--- src/rtl/vga_timing_gen.sv ---
// vga_timing_gen: raster pixel/line counters with registered sync, visible-area and start-of-line/frame decodes.
// Latency: decodes are registered from next-state counters, so they always align with Qh/Qv in the same cycle.
// Backpressure: none; enable=0 freezes all state and masks the pix_tick/line_start/frame_start strobes.
module vga_timing_gen #(
  parameter int H_ACTIVE = 640,
  parameter int H_FP     = 16,
  parameter int H_SYNC   = 96,
  parameter int H_BP     = 48,
  parameter int V_ACTIVE = 480,
  parameter int V_FP     = 10,
  parameter int V_SYNC   = 2,
  parameter int V_BP     = 33,
  parameter bit HS_POL   = 1'b0,
  parameter bit VS_POL   = 1'b0,
  parameter int CLK_DIV  = 2,
  parameter int CW       = 10
) (
  input  logic          reloj,
  input  logic          resetM,
  input  logic          enable,
  output logic [CW-1:0] Qh,
  output logic [CW-1:0] Qv,
  output logic          H_Sync,
  output logic          V_Sync,
  output logic          H_ON,
  output logic          V_ON,
  output logic          video_on,
  output logic          pix_tick,
  output logic          line_start,
  output logic          frame_start,
  output logic [7:0]    frame_cnt
);

  localparam int H_TOTAL = H_ACTIVE + H_FP + H_SYNC + H_BP;
  localparam int V_TOTAL = V_ACTIVE + V_FP + V_SYNC + V_BP;
  localparam int DW      = (CLK_DIV > 1) ? $clog2(CLK_DIV) : 1;

  localparam logic [DW-1:0] DIV_LAST = DW'(CLK_DIV - 1);
  localparam logic [CW-1:0] H_LAST   = CW'(H_TOTAL - 1);
  localparam logic [CW-1:0] V_LAST   = CW'(V_TOTAL - 1);
  localparam logic [CW-1:0] H_ACT    = CW'(H_ACTIVE);
  localparam logic [CW-1:0] V_ACT    = CW'(V_ACTIVE);
  localparam logic [CW-1:0] HS_BEG   = CW'(H_ACTIVE + H_FP);
  localparam logic [CW-1:0] HS_END   = CW'(H_ACTIVE + H_FP + H_SYNC - 1);
  localparam logic [CW-1:0] VS_BEG   = CW'(V_ACTIVE + V_FP);
  localparam logic [CW-1:0] VS_END   = CW'(V_ACTIVE + V_FP + V_SYNC - 1);

  logic [DW-1:0] div_q;
  logic          run_q;     // low only until the first edge after reset release
  logic          ls_q;
  logic          fs_q;
  logic          adv;
  logic          div_last;
  logic          h_last;
  logic          v_last;
  logic [CW-1:0] qh_nxt;
  logic [CW-1:0] qv_nxt;

  // run_q holds the divider for one edge after release so the first pixel
  // strobe lands exactly CLK_DIV edges after reset goes away, and keeps
  // pix_tick low while reset is asserted even when CLK_DIV is 1.
  assign adv      = enable & run_q;
  assign div_last = (div_q == DIV_LAST);
  assign h_last   = (Qh == H_LAST);
  assign v_last   = (Qv == V_LAST);

  assign pix_tick    = adv & div_last;
  assign line_start  = enable & ls_q;
  assign frame_start = enable & fs_q;

  // Next raster position; only moves on a pixel strobe.
  always_comb begin
    qh_nxt = Qh;
    qv_nxt = Qv;
    if (pix_tick) begin
      if (h_last) begin
        qh_nxt = '0;
        qv_nxt = v_last ? '0 : Qv + CW'(1);
      end else begin
        qh_nxt = Qh + CW'(1);
      end
    end
  end

  // Run flag set on the first edge after reset release.
  always_ff @(posedge reloj or negedge resetM) begin
    if (!resetM) run_q <= 1'b0;
    else         run_q <= 1'b1;
  end

  // Pixel clock divider, frozen while enable is low.
  always_ff @(posedge reloj or negedge resetM) begin
    if (!resetM)  div_q <= '0;
    else if (adv) div_q <= div_last ? '0 : div_q + DW'(1);
  end

  // Raster counters and frame counter.
  always_ff @(posedge reloj or negedge resetM) begin
    if (!resetM) begin
      Qh        <= '0;
      Qv        <= '0;
      frame_cnt <= 8'd0;
    end else begin
      Qh <= qh_nxt;
      Qv <= qv_nxt;
      if (pix_tick && h_last && v_last) frame_cnt <= frame_cnt + 8'd1;
    end
  end

  // Start pulses: set by the wrapping edge, cleared by the next running edge, held while frozen.
  always_ff @(posedge reloj or negedge resetM) begin
    if (!resetM) begin
      ls_q <= 1'b0;
      fs_q <= 1'b0;
    end else if (adv) begin
      ls_q <= pix_tick & h_last;
      fs_q <= pix_tick & h_last & v_last;
    end
  end

  // Visible-area and sync decodes taken from the next counter values so they track Qh/Qv with no skew.
  always_ff @(posedge reloj or negedge resetM) begin
    if (!resetM) begin
      H_ON     <= 1'b1;
      V_ON     <= 1'b1;
      video_on <= 1'b1;
      H_Sync   <= ~HS_POL;
      V_Sync   <= ~VS_POL;
    end else begin
      H_ON     <= (qh_nxt < H_ACT);
      V_ON     <= (qv_nxt < V_ACT);
      video_on <= (qh_nxt < H_ACT) && (qv_nxt < V_ACT);
      H_Sync   <= ((qh_nxt >= HS_BEG) && (qh_nxt <= HS_END)) ? HS_POL : ~HS_POL;
      V_Sync   <= ((qv_nxt >= VS_BEG) && (qv_nxt <= VS_END)) ? VS_POL : ~VS_POL;
    end
  end

endmodule
--- config.mk ---
export PLATFORM = sky130hd
export DESIGN_NAME = vga_timing_gen
export DESIGN_NICKNAME = d
export VERILOG_FILES = /design/src/rtl/vga_timing_gen.sv
export SDC_FILE = /design/constraint.sdc
export NUM_CORES = 1
export LEC_CHECK = 0
export CAP_MARGIN = 20
export CORE_ASPECT_RATIO = 1.75
export CORE_MARGIN = 2
export CORE_UTILIZATION = 46
export CTS_CLUSTER_DIAMETER = 40
export DETAILED_ROUTE_END_ITERATION = 12
export PLACE_DENSITY = 0.75
export SYNTH_ARGS = -nofsm -noshare
export SYNTH_HDL_FRONTEND = slang
export SYNTH_SLANG_ARGS = --single-unit
--- constraint.sdc ---
create_clock -name reloj -period 2.1 [get_ports reloj]
set_input_delay 0.525 -clock reloj [delete_from_list [all_inputs] [get_ports reloj]]
set_output_delay 0.525 -clock reloj [all_outputs]
set_load 0.02 [all_outputs]
# Yosys cells after proc, flatten, opt, wreduce, memory -nomap -nowiden
# Cells that the tools add are included.
[totals]
register_bits = 37
in_bits = 3
word_cells = 43
[classes]
add_sub_neg = 4
magnitude_cmp = 6
eq_ne = 2
n_mux = 8
n_bitwise = 6
n_reduce_logical = 5
[ops]
columns = ["cell", "n"]
rows = [
  ["$mux 10", 5],
  ["$add 10x1->10 const B", 2],
  ["$eq 10x10->1 const B", 2],
  ["$ge 10x10->1 const B", 1],
  ["$ge 10x9->1 const B", 1],
  ["$le 10x10->1 const B", 1],
  ["$le 10x9->1 const B", 1],
  ["$lt 10x10->1 const B", 1],
  ["$lt 10x9->1 const B", 1],
  ["$add 8x1->8 const B", 1],
  ["$and 1x1->1", 6],
  ["$logic_and 1x1->1", 5],
  ["$mux 1", 3],
  ["$add 1x1->1 const B", 1],
]

# Longest topological paths before layout
# Gate-level depths: netlist (run 1).
[logic_depth]
word_depth = 7
ltp_mapped = 7

# Least setup slack after synthesis (run 1)
# OpenSTA, ideal clock, no wires.
[synth_path]
path_type = "reg2reg"
startpoint = "register Qh[0]"
endpoint = "register frame_cnt[1]"
setup_time_ns = 0.125
arrival_ns = 2.012
t_required_ns = 1.975
slack_ns = -0.037
stages_incl_launch_ff = 6
n_path_buf = 0
period_less_slack_ns = 2.137
path_cell_list = "dfrtp_1 -> ha_1 -> nand4_1 -> or4_4 -> nor2_4 -> mux2_2"
[synth_between]
elab_chain_len = 3
[synth_rtl]
columns = ["element", "line_no", "source"]
rows = [
  ["start, declared", "21", "output logic [CW-1:0] Qh,"],
  ["start signal, assigned", "104", "Qh <= qh_nxt;"],
  ["$eq 10x10->1", "64", "assign h_last = (Qh == H_LAST);"],
  ["$logic_and 1x1->1 (2 in series)", "106", "if (pix_tick && h_last && v_last) frame_cnt <= frame_cnt + 8'd1;"],
  ["end signal, assigned", "106", ""],
  ["end, declared", "31", "output logic [7:0] frame_cnt"],
]
# Every way passes these cells.
# A chain may end at the register's enable or synchronous reset.

# Worst setup path after layout (run 1)
[layout_path]
startpoint = "register Qv[4]"
endpoint = "output port Qv[4]"
[layout_rtl]
columns = ["element", "line_no", "source"]
rows = [
  ["start, declared", "22", "output logic [CW-1:0] Qv,"],
  ["start signal, assigned", "105", "Qv <= qv_nxt;"],
]
# No word-level cell between the ends.

==> results of run 1 <==
## critical path, delay by kind of cell, from the launching register on
kind	cells	cell delay [ns]
flops	1	0.38
buf+inv	2	0.79
## placed cells by master (no fill, tap or decap), drive strengths merged, types with 9 or more instances in the layout
master	synthesis	layout
nand2	24	24
xor2	10	10
clkdlybuf4s50	0	33
o21ai	9	9
nand3	9	9
buf	3	35
nand4	10	10
dfrtp	32	32
nor2	9	9
## cell families (layout without fill, tap and decap cells)
family / Yosys count / in the layout / synth area share
buffers and inverters: 14 / 87 / 0.0320
DFF: 37 / 37 / 0.477
xor gates and xnor gates: 18 / 18 / 0.0807
and+or+nand+nor: 85 / 85 / 0.264
AOI/OAI and AO/OA: 29 / 29 / 0.108
other: 1 / 1 / 0.00192
adders and majority gates: 4 / 4 / 0.0256
muxes: 2 / 2 / 0.0109
## worst min-delay path by stage
stage | to | from | slack, ns
6_report | Qh[3] | resetM | 0.13
5_1_grt | Qv[2] | resetM | 0.16
4_1_cts | Qh[3] | resetM | 0.15
3_5_place_dp | Qh[4] | resetM | 0.46
3_3_place_gp | Qh[2] | resetM | 0.45
2_1_floorplan | Qh[0] | resetM | 0.23
## report_power, final
part / switching (mW) / internal, mW / total [mW]
Clock: 0.273 / 0.356 / 0.628
Combinational: 0.171 / 0.153 / 0.324
Sequential: 0.0473 / 0.760 / 0.807
## state kept, by name, summed over array words and instances (netlist names)
name	cells
Qh	10
Qv	10
frame_cnt	8
H_ON	1
H_Sync	1
V_ON	1
V_Sync	1
div_last	1
fs_q	1
ls_q	1
run_q	1
video_on	1
## stage by stage
step | TNS (ns) | setup slack [ns] | cell area [µm²] | utilization
3_3_place_gp | -6.00 | -0.393 | 2600 | 0.631
2_1_floorplan | 0 | 0.0563 | 1960 | -
6_report | 0 | 0.118 | 2740 | 0.667
4_1_cts | 0 | 0.0294 | 2720 | 0.661
3_5_place_dp | -6.73 | -0.416 | 2600 | 0.631
5_1_grt | 0 | 0.0221 | 2740 | 0.667
## layout make-up
| cell class | count | area [µm²] |
|---|---|---|
| clock buffers | 5 | 68.8 |
| multi-input cells | 139 | 977 |
| inverters | 7 | 26.3 |
| repair buffers | 72 | 626 |
| clock inverters | 3 | 46.3 |
| fillers | 358 | 1370 |
| flip-flops and latches | 37 | 936 |
| well taps | 49 | 61.3 |
## timing repair
item,CTS,global route
endpoints found under the setup margin,8,7
hold endpoints to repair,0,0
setup buffers,0,2
pin swaps,0,1
gates resized for setup,6,2
## per-layer routing
layer	track usage	share of wire	wire length, µm
met1	0.240	0.36	1690
met2	0.396	0.57	2680
met3	0.0299	0.041	192
met4	0.0919	0.024	114
met5	0	0	0
==> summary.log, run 1 <==
INFO  status         status=complete, no violations
INFO  worst_setup_path worst_path_max_stage_delay=0.61ns
INFO  synth          ys_ff_latch=37
INFO  min_path       hold_path_class=input port to asynchronous set/reset pin
INFO  detailed_routing vias_per_cell=5.56
INFO  worst_setup_path critPathKind=flop to primary output
INFO  synth          synth_sequential_area_ratio=0.477
INFO  clocking       worst_skew_pair.late_latency=0.29ns
INFO  worst_setup_path worst_setup_path_endpoint=Qv[4]
INFO  clocking       clk_transition_reported_paths=0.08ns
INFO  worst_setup_path critPathSlowestCell=sky130_fd_sc_hd__clkdlybuf4s50_1
INFO  clocking       total_cts_buffers=5
INFO  pwr            total_leakage_power=1.23nW
INFO  placement      buffer_ports.inserted=38
INFO  die            die_h=90.2µm
INFO  synth          synth_warnings=0
INFO  die            io_pins=39
INFO  grt            globalRouteOverflowTotal=0
INFO  timing         finalCritPeriodShare=0.944
INFO  timing         final_max_slew_viol_count=0
INFO  worst_setup_path largest_driver_fanout_on_the_critical_path=9
INFO  clocking       clock-root-buffer=sky130_fd_sc_hd__clkbuf_8
INFO  synth          asyncSetResetFlopFracSynth=1.00
INFO  detailed_routing totalWireLength=4.68mm
INFO  grt            grt_use_total=0.219
INFO  clocking       htreeDepth=2
INFO  finish         stdcell_count=312
INFO  clocking       clock_tree_from_tritoncts=yes
INFO  timing         rsz0062_at_grt=no
INFO  worst_setup_path cp_cell_sequence=buf_4 > clkdlybuf4s50_1
INFO  worst_setup_path r2r_cell_count=4
INFO  synth          nets_in_the_synthesized_netlist=197
INFO  die            die_outline_area=4800µm²
INFO  worst_setup_path startpoint_type=flop
INFO  finish         drive_above_1_share=0.247
INFO  worst_setup_path ff_to_ff_start=Qh[6]
INFO  placement      routability_congestion=0.928
INFO  synth          yosys-top-cells-area=sky130_fd_sc_hd__dfrtp_1, sky130_fd_sc_hd__dfstp_2, sky130_fd_sc_hd__xor2_1
INFO  finish         synthToLayoutAreaGrowth=40.4%
INFO  job            maxCapViolCount=0
INFO  pwr            design_power=1.76mW
INFO  pwr            power.density=642nW/µm²
INFO  worst_setup_path worst_setup_path_startpoint=Qv[4]
INFO  synth          netlist-cell-type-count=54
INFO  worst_setup_path crit-reg2reg-capture=frame_cnt[1]
INFO  detailed_routing detail-route-antenna-nets=0
INFO  placement      detailedPlacementHpwl=3.47mm
INFO  grt            antenna_violations_before_repair=0
INFO  finish         layout.nets=269
INFO  grt            largest_net_degree_at_the_start_of_global_routing=23
INFO  detailed_routing routed-via-count=1736
INFO  timing         final_report_hold_violation_count=0
INFO  detailed_routing initialDrtViolationCount=34
INFO  detailed_routing remaining_drc_errors=0
INFO  die            floorplan.die.width=53.3µm
INFO  grt            first_pass_grt_wire_length=7.98mm
INFO  timing         setup_viol=0
INFO  synth          yosysMostFrequentCell=sky130_fd_sc_hd__dfrtp_1
INFO  synth          edff_count_synth=0
INFO  synth          synth_area_leader_cell=sky130_fd_sc_hd__dfrtp_1
INFO  finish         insertedDiodeCount=0
INFO  timing         max_clock_freq=505MHz
INFO  worst_setup_path r2r_setup_slack=0.15ns
INFO  worst_setup_path setup.worst_path.end_class=primary output
INFO  clocking       cts_hold_repair.buffers=0
INFO  worst_setup_path required=1.57ns
INFO  worst_setup_path arrival_time_worst_endpoint=1.46ns
INFO  synth          syn-mean-instance-area=10.3µm²
INFO  timing         clock-skew-final=0.00781ns
INFO  timing         holdWs=0.134ns
INFO  die            initial_utilization=0.475
INFO  placement      placed_cells=302
INFO  synth          ys.flop_type=sky130_fd_sc_hd__dfrtp_1
INFO  detailed_routing dr.pass1.iters=4
INFO  synth          syn_area=1950µm²
INFO  die            rows=31
INFO  clocking       cts.path.max_buffers=2
INFO  timing         period_needed=1.98ns
INFO  die            core_area=4110µm²
INFO  synth          synth.top_cells.by_count=sky130_fd_sc_hd__dfrtp_1, sky130_fd_sc_hd__nand2_1, sky130_fd_sc_hd__nand4_1, sky130_fd_sc_hd__xor2_1
INFO  clocking       cts_sinks=37
INFO  synth          syn_inst=190
INFO  synth          fraction_of_post_synthesis_cell_area_in_the_top_cell_type_by_area=0.410
INFO  pwr            peak_ir_drop_on_the_vdd_network=0.563mV
INFO  grt            grt_pass1_vias=1781
INFO  detailed_routing wl_per_cell=15.0µm
No activity file was read; power rests on OpenSTA's default activity.
==> run 2, diff against run 1 <==
--- a/config.mk
+++ b/config.mk
@@ -11,6 +11,7 @@
 export CORE_UTILIZATION = 46
 export CTS_CLUSTER_DIAMETER = 40
 export DETAILED_ROUTE_END_ITERATION = 12
+export MAX_ROUTING_LAYER = met4
 export PLACE_DENSITY = 0.75
 export SYNTH_ARGS = -nofsm -noshare
 export SYNTH_HDL_FRONTEND = slang
==> run 2 against run 1 <==
- non-clock buffer count unchanged
- critical path depth did not move
- critical path type unchanged
- clock skew is 0.00088 ns higher
==> summary.log, run 2 (synthesized netlist as in run 1, its figures left out) <==
INFO  finish         synthToLayoutAreaGrowth=40.4% [unchanged]
INFO  detailed_routing totalWireLength=4.70mm [was 4.68 mm]
INFO  timing         setup_viol=0 [unchanged]
INFO  timing         rsz0062_at_grt=no [unchanged]
INFO  finish         fillers=358 [unchanged]
INFO  worst_setup_path r2r_setup_slack=0.15ns [about the same]
INFO  detailed_routing detail-route-antenna-nets=0 [unchanged]
INFO  finish         layout.nets=269 [unchanged]
INFO  clocking       clk_transition_reported_paths=0.08ns [about the same]
INFO  finish         ff_latch_area=936µm² [unchanged]
INFO  worst_setup_path critPathSlowestCell=sky130_fd_sc_hd__clkdlybuf4s50_1 [unchanged]
INFO  detailed_routing wl_per_cell=15.1µm [was 15.0 µm]
INFO  status         status=complete, no violations [unchanged]
INFO  pwr            total_switching_power=490µW [was 491 µW]
INFO  clocking       cts.path.max_buffers=2 [unchanged]
INFO  placement      placed_cell_area=2600µm² [unchanged]
INFO  job            maxCapViolCount=0 [unchanged]
INFO  die            die_outline_area=4800µm² [unchanged]
INFO  grt            peak_usage_layer_in_the_global_routing_report=met2 [unchanged]
INFO  detailed_routing remaining_drc_errors=0 [unchanged]
INFO  worst_setup_path r2r_cell_count=4 [unchanged]
INFO  worst_setup_path critPathKind=flop to primary output [unchanged]
INFO  die            floorplan.die.width=53.3µm [unchanged]
INFO  clocking       cts_hold_repair.buffers=0 [unchanged]
INFO  grt            grt.met2_usage=0.395 [was 0.396]
INFO  worst_setup_path largest_driver_fanout_on_the_critical_path=9 [unchanged]
INFO  die            rows=31 [unchanged]
INFO  timing         period_needed=1.98ns [about the same]
INFO  timing         clock-skew-final=0.00868ns [was 0.00781 ns]
INFO  grt            grt_pass1_vias=1784 [was 1781]
INFO  die            initial_utilization=0.475 [unchanged]
INFO  finish         fin_util=0.667 [unchanged]
INFO  worst_setup_path cp_cell_sequence=buf_4 > clkdlybuf4s50_1 [unchanged]
INFO  pwr            total_leakage_power=1.23nW [unchanged]
INFO  pwr            power.share.sequential=0.459 [about the same]
INFO  worst_setup_path arrival_time_worst_endpoint=1.46ns [about the same]
INFO  pwr            power.internal=1.27mW [about the same]
INFO  detailed_routing routed-via-count=1730 [was 1736]
INFO  worst_setup_path worst_path_max_stage_delay=0.61ns [about the same]
INFO  finish         multi_input_comb_area=977µm² [unchanged]
INFO  placement      minimum_setup_slack_after_placement=-0.416ns [unchanged]
INFO  detailed_routing initialDrtViolationCount=34 [unchanged]
INFO  pwr            design_power=1.76mW [about the same]
INFO  grt            grt_use_total=0.225 [was 0.219]
INFO  finish         stdcell_count=312 [unchanged]
INFO  clocking       clock_tree_from_tritoncts=yes [unchanged]
INFO  timing         finalCritPeriodShare=0.943 [was 0.944]
INFO  worst_setup_path worst-path-stages=2 [unchanged]
INFO  timing         max_clock_freq=505MHz [about the same]
INFO  grt            first_pass_grt_wire_length=7.96mm [was 7.98 mm]
INFO  detailed_routing dr.pass1.iters=4 [unchanged]
INFO  clocking       clock-root-buffer=sky130_fd_sc_hd__clkbuf_8 [unchanged]
INFO  placement      routability_congestion=0.945 [was 0.928]
INFO  pwr            clkPwrFrac=0.357 [about the same]
INFO  die            io_pins=39 [unchanged]
INFO  grt            groute.layer.met1.usage=0.240 [unchanged]
INFO  finish         insertedDiodeCount=0 [unchanged]
INFO  pwr            switching_share=0.279 [about the same]
INFO  worst_setup_path required=1.57ns [about the same]
INFO  detailed_routing vias_per_cell=5.54 [was 5.56]
INFO  finish         final_common_cell=sky130_fd_sc_hd__buf_4 [unchanged]
INFO  finish         most-common-layout-cells=sky130_fd_sc_hd__buf_4, sky130_fd_sc_hd__clkdlybuf4s50_1, sky130_fd_sc_hd__dfrtp_1 [unchanged]
INFO  worst_setup_path setup.worst_path.end_class=primary output [unchanged]
INFO  die            core_area=4110µm² [unchanged]
INFO  grt            met3_capacity_usage_during_global_routing=0.0299 [unchanged]
INFO  timing         final_max_slew_viol_count=0 [unchanged]
INFO  worst_setup_path crit_buf_inv=2 [unchanged]
INFO  clocking       cts_sinks=37 [unchanged]
INFO  placement      placed_cells=302 [unchanged]
INFO  die            die_h=90.2µm [unchanged]
INFO  finish         layout_top_registers=Qh: 10 flops, Qv: 10 flops, frame_cnt: 8 flops [unchanged]
INFO  worst_setup_path critical_path.top_delay_family=buffers and inverters [unchanged]
INFO  pwr            peak_ir_drop_on_the_vdd_network=0.561mV [was 0.563 mV]
INFO  finish         drive_above_1_share=0.247 [unchanged]
INFO  clocking       htreeDepth=2 [unchanged]
INFO  worst_setup_path startpoint_type=flop [unchanged]
INFO  timing         final_report_hold_violation_count=0 [unchanged]
INFO  grt            antenna_violations_before_repair=0 [unchanged]
INFO  min_path       hold_path_class=input port to asynchronous set/reset pin [unchanged]
INFO  clocking       worst_skew_pair.late_latency=0.29ns [about the same]
INFO  grt            largest_net_degree_at_the_start_of_global_routing=23 [unchanged]
INFO  timing         layout_setup_ws=0.119ns [was 0.118 ns]
INFO  clocking       total_cts_buffers=5 [unchanged]
INFO  grt            globalRouteOverflowTotal=0 [unchanged]
INFO  pwr            power.density=641nW/µm² [was 642 nW/µm²]
INFO  pwr            pwr-share-comb=0.184 [about the same]
INFO  placement      detailedPlacementHpwl=3.47mm [unchanged]
INFO  finish         finalInstanceArea=2740µm² [unchanged]
INFO  placement      buffer_ports.inserted=38 [unchanged]
## run 2: area by class of cell
class / instances / share of cell area
multi-input cells: 139 / 0.356
flip-flops and latches: 37 / 0.341
repair buffers: 72 / 0.228
clock buffers: 5 / 0.0251
well taps: 49 / 0.0224
clock inverters: 3 / 0.0169
inverters: 7 / 0.00958
## run 2: power groups by stage
stage	registers [mW]	logic, mW	clock network (mW)
6_report	0.807	0.323	0.628
5_1_grt	0.819	0.347	0.663
4_1_cts	0.808	0.324	0.641
3_5_place_dp	0.817	0.323	0
3_3_place_gp	0.815	0.321	0
2_1_floorplan	0.869	0.0995	0
## run 2: worst paths after layout
check / from / to
max: Qv[4] / Qv[4]
min: resetM / Qh[3]
max reg2reg: Qh[6] / frame_cnt[1]
min reg2reg: fs_q / fs_q
max in group asynchronous: resetM / H_Sync
min in group reloj: fs_q / fs_q
## run 2: timing repair
item | in CTS | in global routing
pin swaps | 0 | 1
buffers inserted | 0 | 2
gates cloned | 0 | 0
endpoints found under the setup margin | 8 | 7
gates resized for setup | 6 | 2
## run 2: layer usage
metal / share of wire / up-vias
met4: 0.022 / 0
met5: 0 / -
li1: - / 824
met1: 0.37 / 846
met3: 0.038 / 10
met2: 0.57 / 50
## run 2: worst reg2reg max path, stage by stage, from the launching register on
cell,delay [ns]
sky130_fd_sc_hd__dfrtp_1,0.38
sky130_fd_sc_hd__nand4bb_2,0.34
sky130_fd_sc_hd__or4_4,0.59
sky130_fd_sc_hd__nor2_4,0.18
sky130_fd_sc_hd__mux2_2,0.35
## run 2: metrics by stage
| stage | TNS [ns] | hold slack (ns) |
|---|---|---|
| finish | 0 | 0.135 |
| global route | 0 | 0.155 |
| CTS | 0 | 0.146 |
| detailed placement | -6.73 | 0.464 |
| global placement | -6.00 | 0.454 |
| floorplan | 0 | 0.229 |
==> run 3, diff against run 2 <==
--- a/config.mk
+++ b/config.mk
@@ -6,13 +6,16 @@
 export NUM_CORES = 1
 export LEC_CHECK = 0
 export CAP_MARGIN = 20
+export CELL_PAD_IN_SITES_DETAIL_PLACEMENT = 2
+export CELL_PAD_IN_SITES_GLOBAL_PLACEMENT = 2
 export CORE_ASPECT_RATIO = 1.75
 export CORE_MARGIN = 2
-export CORE_UTILIZATION = 46
+export CORE_UTILIZATION = 29
 export CTS_CLUSTER_DIAMETER = 40
 export DETAILED_ROUTE_END_ITERATION = 12
 export MAX_ROUTING_LAYER = met4
-export PLACE_DENSITY = 0.75
+export PLACE_DENSITY_LB_ADDON = 0.1
+export SKIP_CTS_REPAIR_TIMING = 1
 export SYNTH_ARGS = -nofsm -noshare
 export SYNTH_HDL_FRONTEND = slang
 export SYNTH_SLANG_ARGS = --single-unit
==> run 3 against run 2 <==
- first-iteration DRC count rose by 41%
- flip-flop and latch count unchanged
- non-clock buffer count up 11
- critical path depth stayed put
- fmax shrank 1.8%
==> summary.log, run 3 (synthesized netlist as in run 1, its figures left out) <==
INFO  worst_setup_path critPathSlowestCell=sky130_fd_sc_hd__clkdlybuf4s50_1 [unchanged]
INFO  clocking       cts.path.max_buffers=2 [unchanged]
INFO  die            core_area=6540µm² [was 4110 µm²]
INFO  finish         insertedDiodeCount=0 [unchanged]
INFO  worst_setup_path largest_driver_fanout_on_the_critical_path=8 [was 9]
INFO  timing         final_report_hold_violation_count=0 [unchanged]
INFO  timing         clock-skew-final=0.0106ns [was 0.00868 ns]
INFO  detailed_routing routed-via-count=1800 [was 1730]
INFO  worst_setup_path arrival_time_worst_endpoint=1.49ns [was 1.46 ns]
INFO  timing         setup_viol=0 [unchanged]
INFO  detailed_routing dr.pass1.iters=3 [was 4]
INFO  detailed_routing detail-route-antenna-nets=0 [unchanged]
INFO  finish         stdcell_count=356 [was 312]
INFO  die            die_h=113µm [was 90.2 µm]
INFO  placement      detailedPlacementHpwl=4.93mm [was 3.47 mm]
INFO  grt            grt_use_total=0.199 [was 0.225]
INFO  grt            globalRouteOverflowTotal=0 [unchanged]
INFO  finish         layout.nets=280 [was 269]
INFO  pwr            peak_ir_drop_on_the_vdd_network=0.468mV [was 0.561 mV]
INFO  detailed_routing vias_per_cell=5.06 [was 5.54]
INFO  clocking       worst_skew_pair.late_latency=0.29ns [about the same]
INFO  grt            antenna_violations_before_repair=0 [unchanged]
INFO  worst_setup_path required=1.57ns [about the same]
INFO  worst_setup_path setup.worst_path.end_class=primary output [unchanged]
INFO  min_path       hold_path_class=input port to asynchronous set/reset pin [unchanged]
INFO  grt            grt_pass1_vias=2102 [was 1784]
INFO  clocking       clk_transition_reported_paths=0.06ns [was 0.08 ns]
INFO  die            io_pins=39 [unchanged]
INFO  finish         most-common-layout-cells=sky130_fd_sc_hd__buf_4, sky130_fd_sc_hd__clkdlybuf4s50_1, sky130_fd_sc_hd__dfrtp_1 [unchanged]
INFO  clocking       cts_sinks=37 [unchanged]
INFO  worst_setup_path worst_path_max_stage_delay=0.61ns [about the same]
INFO  placement      placed_cells=345 [was 302]
INFO  timing         total_negative_setup_slacks=0ns [unchanged]
INFO  pwr            total_leakage_power=1.35nW [was 1.23 nW]
INFO  die            rows=39 [was 31]
INFO  die            die_outline_area=7430µm² [was 4800 µm²]
INFO  worst_setup_path critPathKind=flop to primary output [unchanged]
INFO  timing         finalCritPeriodShare=0.961 [was 0.943]
INFO  detailed_routing initialDrtViolationCount=48 [was 34]
INFO  timing         final_max_slew_viol_count=0 [unchanged]
INFO  placement      buffer_ports.inserted=38 [unchanged]
INFO  finish         layout_top_registers=Qh: 10 flops, Qv: 10 flops, frame_cnt: 8 flops [unchanged]
INFO  finish         synthToLayoutAreaGrowth=52.3% [was 40.4%]
INFO  status         status=complete, no violations [unchanged]
INFO  timing         layout_setup_ws=0.0822ns [was 0.119 ns]
INFO  die            initial_utilization=0.299 [was 0.475]
INFO  detailed_routing totalWireLength=6.49mm [was 4.70 mm]
INFO  finish         fin_util=0.455 [was 0.667]
INFO  placement      routability_congestion=0.831 [was 0.945]
INFO  timing         period_needed=2.02ns [was 1.98 ns]
INFO  detailed_routing wl_per_cell=18.2µm [was 15.1 µm]
INFO  placement      minimum_setup_slack_after_placement=-0.494ns [was -0.416 ns]
INFO  finish         final_common_cell=sky130_fd_sc_hd__buf_4 [unchanged]
INFO  clocking       htreeDepth=2 [unchanged]
INFO  grt            first_pass_grt_wire_length=10.9mm [was 7.96 mm]
INFO  worst_setup_path cp_cell_sequence=buf_4 > clkdlybuf4s50_1 [unchanged]
INFO  clocking       total_cts_buffers=5 [unchanged]
INFO  clocking       clock-root-buffer=sky130_fd_sc_hd__clkbuf_16 [was sky130_fd_sc_hd__clkbuf_8]
INFO  detailed_routing remaining_drc_errors=0 [unchanged]
INFO  pwr            power.density=691nW/µm² [was 641 nW/µm²]
INFO  worst_setup_path startpoint_type=flop [unchanged]
INFO  grt            largest_net_degree_at_the_start_of_global_routing=38 [was 23]
INFO  clocking       clock_tree_from_tritoncts=yes [unchanged]
INFO  job            maxCapViolCount=0 [unchanged]
INFO  timing         max_clock_freq=496MHz [was 505 MHz]
INFO  die            floorplan.die.width=66.0µm [was 53.3 µm]
INFO  finish         drive_above_1_share=0.285 [was 0.247]
run 3: path summary, 6_finish.rpt:
kind | start | endpoint | slack (ns) | depth (start not counted)
min in group reloj | frame_cnt[7] | frame_cnt[7] | 0.47 | 1
max reg2reg | Qv[1] | video_on | 0.09 | 8
min | resetM | Qh[3] | 0.20 | 2
max in group asynchronous | resetM | H_Sync | 1.63 | 2
max | Qh[9] | Qh[9] | 0.08 | 2
min reg2reg | frame_cnt[7] | frame_cnt[7] | 0.47 | 1
run 3: area by class of cell:
type / count / area, µm²
Tap cell: 82 / 103
Multi-Input combinational cell: 139 / 996
Sequential cell: 37 / 936
Clock inverter: 3 / 43.8
Fill cell: 716 / 3560
Timing Repair Buffer: 83 / 746
Clock buffer: 5 / 125
Inverter: 7 / 26.3
run 3: report_power, final:
part | internal [mW] | switching, mW
clock network | 0.563 | 0.320
registers | 0.761 | 0.0384
logic | 0.172 | 0.201
total | 1.50 | 0.559
run 3: through the flow:
stage               power, mW  instance area, µm²  hold WS [ns]
floorplan               0.969                1960         0.229
global placement         1.16                2740         0.454
detailed placement       1.18                2740         0.473
CTS                      2.08                2910         0.210
global route             2.14                2980         0.223
finish                   2.05                2980         0.203
run 3: per-layer routing:
layer	track usage	up-vias	wire, µm
met1	0.199	911	2310
met2	0.371	30	3880
met3	0.0341	11	147
met4	0.0776	0	150
li1	-	848	-
met5	-	-	0
run 3: critical path: cells and delay by family, from the launching register on:
| family | cells | cell delay, ns |
|---|---|---|
| DFF | 1 | 0.41 |
| buffers and inverters | 2 | 0.80 |
